--- config.mk ---
export PLATFORM = sky130hd
export DESIGN_NAME = bit_serial_adder
export DESIGN_NICKNAME = d
export VERILOG_FILES = /design/src/rtl/bit_serial_adder.sv
export SDC_FILE = /design/constraint.sdc
export NUM_CORES = 1
export LEC_CHECK = 0
export CAP_MARGIN = 25
export CELL_PAD_IN_SITES_DETAIL_PLACEMENT = 0
export CELL_PAD_IN_SITES_GLOBAL_PLACEMENT = 2
export CORE_MARGIN = 3
export CORE_UTILIZATION = 28
export DETAILED_ROUTE_END_ITERATION = 6
export GPL_TIMING_DRIVEN = 0
export PLACE_DENSITY = 0.72
export SLEW_MARGIN = 20
export SYNTH_ARGS = -nofsm -noshare
export SYNTH_HDL_FRONTEND = slang
export SYNTH_SLANG_ARGS = --single-unit
--- constraint.sdc ---
create_clock -name clk -period 1.6 [get_ports clk]
set_clock_uncertainty 0.1 [all_clocks]
set_input_delay 0.24 -clock clk [delete_from_list [all_inputs] [get_ports clk]]
set_output_delay 0.24 -clock clk [all_outputs]
set_load 0.1 [all_outputs]
--- src/rtl/bit_serial_adder.sv ---
// rtl/bit_serial_adder.sv - LSB-first bit-serial adder around one full adder, valid/ready handshakes
// Build option: define SERIAL_SUBTRACT_EN to add the sub input (a - b as a + ~b + 1).

module structuralFullAdder (
    input  logic a,
    input  logic b,
    input  logic cin,
    output logic s,
    output logic cout
);
    logic p;
    logic g;
    logic t;

    assign p    = a ^ b;
    assign g    = a & b;
    assign t    = p & cin;
    assign s    = p ^ cin;
    assign cout = g | t;
endmodule

module bit_serial_adder #(
    parameter int WIDTH = 8
) (
    input  logic             clk,
    input  logic             rst_n,
    input  logic             in_valid,
    output logic             in_ready,
    input  logic [WIDTH-1:0] a,
    input  logic [WIDTH-1:0] b,
    input  logic             cin,
    output logic             out_valid,
    input  logic             out_ready,
    output logic [WIDTH-1:0] sum,
    output logic             cout,
    output logic             busy
`ifdef SERIAL_SUBTRACT_EN
    ,
    input  logic             sub
`endif
);
    typedef enum logic [1:0] {IDLE, SHIFT, DONE} state_t;

    localparam int CW = $clog2(WIDTH + 1);

    state_t           state;
    state_t           state_next;
    logic [WIDTH-1:0] a_sr;
    logic [WIDTH-1:0] b_sr;
    logic [WIDTH-1:0] sum_sr;
    logic [WIDTH:0]   sum_cat;
    logic [WIDTH-1:0] b_load;
    logic             carry;
    logic             carry_load;
    logic [CW-1:0]    cnt;
    logic             last;
    logic             accept;
    logic             fa_s;
    logic             fa_c;

`ifdef SERIAL_SUBTRACT_EN
    assign b_load     = sub ? ~b : b;
    assign carry_load = sub ? 1'b1 : cin;
`else
    assign b_load     = b;
    assign carry_load = cin;
`endif

    // cnt reaches WIDTH after the last bit; that final SHIFT cycle only settles into DONE
    assign last    = (cnt == CW'(WIDTH));
    assign accept  = in_valid && in_ready;
    assign sum_cat = {fa_s, sum_sr};

    structuralFullAdder u_fa (
        .a    (a_sr[0]),
        .b    (b_sr[0]),
        .cin  (carry),
        .s    (fa_s),
        .cout (fa_c)
    );

    always_ff @(posedge clk or negedge rst_n) begin
        if (!rst_n) begin
            state <= IDLE;
        end else begin
            state <= state_next;
        end
    end

    always_comb begin
        state_next = state;
        case (state)
            IDLE:    if (in_valid) state_next = SHIFT;
            SHIFT:   if (last) state_next = DONE;
            DONE:    if (out_ready) state_next = IDLE;
            default: state_next = IDLE;
        endcase
    end

    always_comb begin
        in_ready  = 1'b0;
        out_valid = 1'b0;
        busy      = 1'b0;
        case (state)
            IDLE:    in_ready = 1'b1;
            SHIFT:   busy = 1'b1;
            DONE:    begin out_valid = 1'b1; busy = 1'b1; end
            default: in_ready = 1'b0;
        endcase
    end

    always_ff @(posedge clk or negedge rst_n) begin
        if (!rst_n) begin
            a_sr   <= '0;
            b_sr   <= '0;
            sum_sr <= '0;
            carry  <= 1'b0;
            cnt    <= '0;
        end else if (accept) begin
            a_sr  <= a;
            b_sr  <= b_load;
            carry <= carry_load;
            cnt   <= '0;
        end else if (state == SHIFT && !last) begin
            a_sr   <= a_sr >> 1;
            b_sr   <= b_sr >> 1;
            sum_sr <= sum_cat[WIDTH:1];
            carry  <= fa_c;
            cnt    <= cnt + CW'(1);
        end
    end

    assign sum  = sum_sr;
    assign cout = carry;
endmodule

==> After elaboration in Yosys (flattened, before gate mapping) <==
Cells that the tools add are included.
{ "word_totals": {"output_inout_bits": 12, "ff_bits": 31, "elab_cells": 42} }
{ "classes": {"n_eq_ne": 6, "mux": 15, "addsub": 1, "n_reduce_logical": 8, "bitwise": 6} }
{ "ops": {"columns": ["operator", "count"], "rows": [
  ["2-to-1 mux 8 bit", 4],
  ["2-to-1 mux 4 bit", 2],
  ["2-to-1 mux 2 bit", 3],
  ["inequality test 2 bit, second input constant", 3],
  ["case mux 2 bit (3 select lines)", 1],
  ["2-to-1 mux 1 bit", 5],
  ["adder 4 x 1 -> 4 bit, second input constant", 1],
  ["== test 4 bit, second input constant", 1],
  ["AND reduction 3 bit", 1],
  ["AND 1 bit", 2],
  ["== test 2 x 1 -> 1 bit, second input constant", 1],
  ["== test 2 bit, second input constant", 1],
  ["logical AND 1 bit", 2],
  ["zero test 2 bit", 1],
  ["AND reduction 2 bit", 1],
  ["nonzero test 2 bit", 1],
  ["OR reduction 2 bit", 1],
  ["bitwise XOR 1 bit", 2],
  ["zero test 1 bit", 1],
  ["inverter 1 bit", 1],
  ["OR 1 bit", 1]
]} }

==> Logic depth before layout (Yosys ltp) <==
Gate-level depths: netlist of the first run.
{ "depth": {"depth_word": 5, "ltp_mapped": 7, "ltp_nobuf": 5} }

==> Hierarchy <==
Synthesis of the first run repeated with hierarchy kept, for this count alone.
{ "hier_totals": {"cells_unflattened": 149, "hier_area_um2": 1503.9} }
{ "by_module_without_submodules": {"columns": ["mod", "area_each_um2", "n_inst", "seq_area_each_um2", "cells_per_inst"], "rows": [
  ["bit_serial_adder", 1483.9, 1, 775.7, 148],
  ["structuralFullAdder", 20.0, 1, 0.0, 1]
]} }

==> Least setup slack after synthesis of the first run <==
OpenSTA, ideal clock, no wires.
{ "synth_path": {"path_type": "register -> register", "startpoint": "reg state[0]", "endpoint": "reg sum_sr[1], in the netlist sum[1]", "setup_time_ns": 0.126, "path_slack_ns": -0.934, "arrival_ns": 2.308, "path_stages_with_launch": 6, "cell_sequence": "dfrtp_1 inv_1 ha_1 nand2_1 nand3_2 mux2_2"} }
{ "synth_between": {"elab_chain_cells": 5, "elab_cells_between_ends": 7} }
{ "synth_lines": {"columns": ["element", "line", "rtl"], "rows": [
  ["start: declaration", "46", "state_t state;"],
  ["start signal: assignment", "86", "state <= state_next;"],
  ["zero test 2 bit", "104", "case (state)"],
  ["2-to-1 mux 1 bit", "104", null],
  ["named net in_ready", "28", "output logic in_ready,"],
  ["logical AND 1 bit", "71", "assign accept = in_valid && in_ready;"],
  ["inverter 1 bit (no line)", null, null],
  ["AND reduction 2 bit (no line)", null, null],
  ["end signal: assignment", "127", "sum_sr <= sum_cat[WIDTH:1];"],
  ["end: declaration", "50", "logic [WIDTH-1:0] sum_sr;"]
]} }
The timed path passes the listed nets, and every way through them passes these cells.
A chain may end at the register's enable or synchronous reset.

==> Worst setup path after layout of the first run <==
{ "layout_path": {"startpoint": "reg state[0]", "endpoint": "reg state[0]"} }
{ "layout_between": {"elab_chain_cells": 3, "elab_cells_between_ends": 8} }
{ "layout_lines": {"columns": ["element", "line", "rtl"], "rows": [
  ["== test 2 x 1 -> 1 bit (tied with other cells)", "92", "case (state)"],
  ["inequality test 2 bit (no line)", null, null],
  ["AND reduction 3 bit (no line)", null, null]
]} }
Several ways; a longest one is shown, not always the timed one.

==> key figures, run 1 <==
Outcome
  – Outcome: finished, violations left
  – Failing checks: negative setup slack

Yosys
  – Seq/Total Area, Yosys: 0.5158
  – Average cell area after synthesis: 10.09 um2
  – Cell count after synthesis: 149
  – Mapped Area: 0.001504 mm2
  – Synth warn: 0
  – FF+latch count, synth: 31
  – Synth Net Count: 177
  – Synth cell types: 23

STA
  – Slew headroom: 0.5302
  – Unrepaired setup endpoints after global routing: true
  – Pins Over Slew Limit: 0
  – Period utilisation layout: 1.063
  – Final setup viols: 3
  – Minimum clock period: around 1.7 ns
  – Fin worst setup slack: -0.1008 ns
  – Final Hold Fails: 0
  – Least-Margin Pin Slew: 0.7048 ns
  – Fmax achieved: 588.0 MHz
  – Final hold slack: 0.4138 ns

Clock tree
  – TritonCTS Buffers: 5
  – Worst-Skew Late Latency: 0.28 ns
  – TritonCTS clock tree: yes
  – Reg clk slew, reported paths: 0.06 ns
  – Sink Count: 31
  – Max Buffers Root-to-Sink: 2
  – Root buf cell: clkbuf_8
  – Htree depth: 2

Layout
  – Area Overhead vs Synth: 56.66%
  – Layout cells sized above 1: 0.3713
  – Fin util: 0.4584
  – Nets: 229
  – Antenna diodes: 0

Route
  – Vias/cell: between 4 and 5
  – Via count: 1316
  – Routed WL per cell: approximately 14 um
  – Drt first pass iters: 4
  – Antenna viol nets, final: 0
  – DRC: 0
  – Routed WL: between 3000 and 4000 um
  – Initial drt markers: 90

Global routing
  – Number of global-route vias before repair: 1343
  – Pin count of the biggest net entering global routing: 32
  – First-pass GRT wire length: 6575 um
  – Gr usage total: 0.1341
  – Grt ovf: 0
  – Initial antenna violation count: 0

Setup path
  – CP arrival: 1.77 ns
  – Reg2reg setup slack: -0.10 ns
  – Maximum fanout along the worst path: 4
  – Critical Path RT: 1.67 ns
  – CP Launch Type: flip-flop
  – CP Capture Type: flip-flop
  – Crit path kind: reg2reg

Floorplan
  – Initial core utilization: 0.2926
  – I/O pin count: 33
  – Die Wd: roughly 79 um
  – Die Height: 79.29 um
  – Rows: 26
  – Die area: 0.006287 mm2
  – Core area: slightly above 0.005 mm2

Place
  – # port buffers: 32
  – Gp weighted congestion: approximately 0.75
  – Post-DP HPWL: 2597 um

Flow run
  – Max-cap violations: 0

Hold path
  – Min-delay worst type: in2reg
-- path summary, 6_finish.rpt --
check | depth (start not counted) | startpoint | to
min reg2reg | 1 | sum[0] | sum[0]
max reg2reg | 4 | state[0] | state[0]
min in group asynchronous | 2 | rst_n | b_sr[6]
max in group asynchronous | 2 | rst_n | state[0]
min | 3 | a[7] | a_sr[7]
max | 4 | state[0] | state[0]
-- critical path, stage by stage (launching register included) --
cell and delay [ns]:
dfrtp_2 0.44, inv_4 0.06, ha_4 0.16, a222oi_1 0.44, mux2_2 0.39
-- layer usage --
metal	track usage	share of wire
met5	0	0
met4	0.06186	0.022
met3	0.03061	0.051
met2	0.2163	0.47
met1	0.1697	0.46
-- cells by family (layout without fill, tap and decap cells) --
logic type | Yosys count | after routing | share of synthesized area
buffers and inverters | 16 | 69 | 0.04243
xor gates and xnor gates | 1 | 1 | 0.005825
muxes | 10 | 10 | 0.07488
adders and majority gates | 7 | 7 | 0.06323
DFF | 31 | 31 | 0.5158
and+or+nand+nor | 31 | 31 | 0.1015
AOI/OAI and AO/OA | 53 | 53 | 0.1963
-- layout make-up --
class | count | area [um2]
Inverter | 7 | 32.53
Multi-Input combinational cell | 102 | 833.3
Sequential cell | 31 | 778.2
Tap cell | 70 | 87.58
Fill cell | 505 | 2784
Buffer | 8 | 78.83
Timing Repair Buffer | 46 | 454.2
Clock inverter | 1 | 5.005
Clock buffer | 7 | 86.33
-- synth_stat cells --
master	instances	area share
a211o_1	1	0.0058
a21oi_1	17	0.057
a222oi_1	1	0.0067
a31oi_1	15	0.062
and2_1	1	0.0042
and3b_1	1	0.0058
buf_2	2	0.0067
clkbuf_1	6	0.015
clkbuf_2	1	0.0033
dfrtp_1	31	0.52
fa_1	1	0.013
ha_1	6	0.050
inv_1	7	0.017
mux2_2	10	0.075
nand2_1	7	0.017
nand3_1	1	0.0033
nand3_2	1	0.0067
nand3b_4	1	0.013
nand4_1	2	0.0083
nor2_1	17	0.042
o21ai_0	18	0.060
o31ai_1	1	0.0050
xor2_1	1	0.0058
-- sequential cells by signal (all words and copies together) (netlist names) --
name / count
cnt: 4
cout: 1
sum: 8
state: 2
b_sr: 8
a_sr: 8
-- metrics by stage --
stage / instance area, um2 / TNS (ns) / worst slack [ns] / cells
2_1_floorplan: 1584 / -1.084 / -0.1453 / 149
3_3_place_gp: 1992 / -20.56 / -0.6040 / 251
3_5_place_dp: 1987 / -7.756 / -0.6048 / 251
4_1_cts: 2198 / -0.6003 / -0.1260 / 266
5_1_grt: 2356 / -1.282 / -0.1941 / 272
6_report: 2356 / -0.2346 / -0.1008 / 272
-- placed cells by master, fill, tap and decap left out, drive strengths merged --
cell / instances
buf: 24
a222oi: 1
clkbuf: 10
clkinvlp: 1
inv: 6
xor2: 1
clkdlybuf4s15: 3
dfrtp: 31
and2: 1
nor2: 17
a21oi: 17
dlygate4sd3: 1
nand3: 2
nand3b: 1
fa: 1
clkdlybuf4s50: 19
nand2: 7
nand4: 2
a211o: 1
o21ai: 18
clkdlybuf4s18: 4
o31ai: 1
clkinv: 1
mux2: 10
a31oi: 15
ha: 6
and3b: 1
-- timing repair --
action | CTS | global route
pin swaps | 1 | 4
buffers inserted | 6 | 7
gates cloned | 0 | 0
hold buffers | 1 | 0
resized for setup | 63 | 38
endpoints found under the setup margin | 38 | 36
hold endpoints to repair | 31 | 0
Power of run 1 is not shown: default switching activity piles up to over one toggle a cycle in this logic, so the estimate is an artifact.
==> run 2, diff against run 1 <==
Settings changed: CORE_UTILIZATION 28 to 34, DONT_BUFFER_PORTS set to 1, MAX_ROUTING_LAYER set to met4, PLACE_DENSITY 0.72 to 0.7.
==> key figures, run 2 (synthesized netlist as in run 1, its figures left out) <==
Global routing
  – Grt ovf: 0 (unchanged)
  – First-pass GRT wire length: 6555 um (-0.30%)
  – Routing usage on met2: 0.2669 (+0.05061)
  – Pin count of the biggest net entering global routing: 32 (unchanged)
  – Gr usage total: 0.1667 (+0.03266)
  – Met3 usage: 0.04571 (+0.01509)
  – Initial antenna violation count: 0 (unchanged)
  – Number of global-route vias before repair: 1375 (+2.4%)
  – Met1 usage: 0.2003 (+0.03060)
  – GR peak layer: met2

Setup path
  – Reg2Reg Capture Point: state[1]
  – CP max stage delay: 0.44 ns (about the same)
  – Worst reg2reg path startpoint: state[1]
  – Worst reg-to-reg path cell count: 4 (unchanged)
  – Critical Path RT: 1.67 ns (about the same)
  – Maximum fanout along the worst path: 3 (-1)
  – CP Launch Type: flip-flop
  – Worst Path Buf+Inv: 1 (unchanged)
  – Crit path kind: reg2reg
  – Slowest-stage cell, CP: dfrtp_2
  – Kind of cell adding the most delay to the critical path: flip-flops
  – CP Capture Type: flip-flop
  – CP arrival: 1.84 ns (+0.07 ns)
  – Reg2reg setup slack: -0.17 ns (-0.07 ns)
  – Crit path cell chain: ha_4 > a222oi_1 > buf_4 > mux2_4

Clock tree
  – TritonCTS Buffers: 5 (unchanged)
  – TritonCTS clock tree: yes
  – Htree depth: 2 (unchanged)
  – Reg clk slew, reported paths: 0.07 ns (about the same)
  – Max Buffers Root-to-Sink: 2 (unchanged)
  – Sink Count: 31 (unchanged)
  – Worst-Skew Late Latency: 0.28 ns (about the same)
  – Root buf cell: clkbuf_8

Layout
  – Commonest non-fill, non-tap cell in the layout: dfrtp_1
  – Final Non-Filler Cells: 226 (-17%)
  – Fill cells: 361 (-29%)
  – Layout cells sized above 1: 0.5227 (+0.1514)
  – Area Overhead vs Synth: 54.83%
  – Antenna diodes: 0 (unchanged)
  – Most frequent cells in the layout: dfrtp_1, nor2_1, buf_4
  – Nets: 203 (-11%)
  – Cell area after layout: 0.002328 mm2 (-1.2%)

Hold path
  – Hold Path Sink: a_sr[4]
  – HP Start: a[4]
  – Hold path depth: 2 (-1)
  – Min-delay worst type: in2reg

Floorplan
  – Die Height: 72.51 um (-8.6%)
  – I/O pin count: 33 (unchanged)
  – Core area: 0.004144 mm2 (-19%)
  – Initial core utilization: 0.3629 (+0.07032)
  – Rows: 23 (-12%)
  – Die Wd: 72.51 um (-8.6%)
  – Die area: 0.005258 mm2 (-16%)

STA
  – Least-Margin Pin Slew: 0.9259 ns (+0.2211 ns)
  – Period utilisation layout: 1.108 (+0.04514)
  – Slew headroom: 0.3827 (-0.1474)
  – Unrepaired setup endpoints after global routing: true
  – Minimum clock period: 1.773 ns (+0.07222 ns)
  – Fmax achieved: 564.0 MHz (-4.1%)
  – Pins Over Slew Limit: 0 (unchanged)
  – Final Hold Fails: 0 (unchanged)
  – Final setup viols: 30 (+27)
  – Fin worst setup slack: -0.1730 ns (-0.07222 ns)

Route
  – Drt first pass iters: 4 (unchanged)
  – Routed WL: 4056 um (+3.3%)
  – Via count: 1264 (-4.0%)
  – Antenna viol nets, final: 0 (unchanged)
  – Initial drt markers: 34 (-62%)
  – Routed WL per cell: 17.95 um (+24%)
  – DRC: 0 (unchanged)
  – Vias/cell: 5.593 (+16%)

Place
  – Gp weighted congestion: 0.7246 (-3.4%)
  – Dpl cell area: 0.001647 mm2 (-17%)
  – Post-DP HPWL: 2302 um (-11%)
  – # port buffers: 0 (-100%)
  – Placed instance count: 199 (-21%)

Outcome
  – Failing checks: negative setup slack
  – Outcome: finished, violations left

Flow run
  – Max-cap violations: 0 (unchanged)
[run 2: cell count changes in the layout (fill, tap and decap cells not counted), sizes merged, moves of 2 or more]
| cell | before | now |
|---|---|---|
| dlygate4sd3 | 1 | 3 |
| clkdlybuf4s50 | 19 | 0 |
| clkdlybuf4s15 | 3 | 0 |
| clkdlybuf4s18 | 4 | 0 |
| buf | 24 | 21 |
[run 2: repair_timing]
item / 4_1_cts / 5_1_grt
resized for setup: 33 / 54
hold buffers: 4 / 0
setup buffers: 10 / 3
gates cloned: 2 / 0
endpoints found under the setup margin: 31 / 38
pin swaps: 24 / 13
hold endpoints to repair: 33 / 0
[run 2: layer usage]
metal	vias up	routed length (um)	part of all wire
met5	-	0	0
met4	0	77	0.019
met3	10	149	0.037
met2	29	2005	0.49
met1	634	1823	0.45
li1	591	-	-
[run 2: cell type report]
| type | instances | area [um2] | share of cell area |
|---|---|---|---|
| buffer | 9 | 126.4 | 0.05427 |
| clock buffer | 6 | 82.58 | 0.03546 |
| clock inverter | 2 | 35.03 | 0.01505 |
| inverter | 7 | 26.28 | 0.01128 |
| multi-input combinational | 102 | 1028 | 0.4417 |
| sequential | 31 | 785.8 | 0.3375 |
| tap | 50 | 62.56 | 0.02687 |
| timing repair buffer | 19 | 181.4 | 0.07792 |
[run 2: worst max-delay path by stage]
stage,startpoint,to,slack (ns),cells past startpoint
3_3_place_gp,cnt[0],state[1],-0.28,5
5_1_grt,state[1],state[1],-0.25,5
3_5_place_dp,cnt[0],state[1],-0.32,5
2_1_floorplan,state[0],state[0],-0.15,4
6_report,state[1],state[1],-0.17,4
4_1_cts,state[1],state[1],-0.20,5
[run 2: per-stage QoR]
step           utilization  worst slack [ns]  setup TNS, ns  hold WS, ns
6_report            0.5619           -0.1730         -3.506     0.008646
5_1_grt             0.5619           -0.2494         -5.112     0.008139
4_1_cts             0.4973           -0.2028         -3.351     0.003698
3_5_place_dp        0.3973           -0.3173         -5.385      -0.1543
3_3_place_gp        0.3973           -0.2823         -4.591      -0.1546
2_1_floorplan            -           -0.1453         -1.084      -0.1556
Power of run 2 is left out for the same reason.
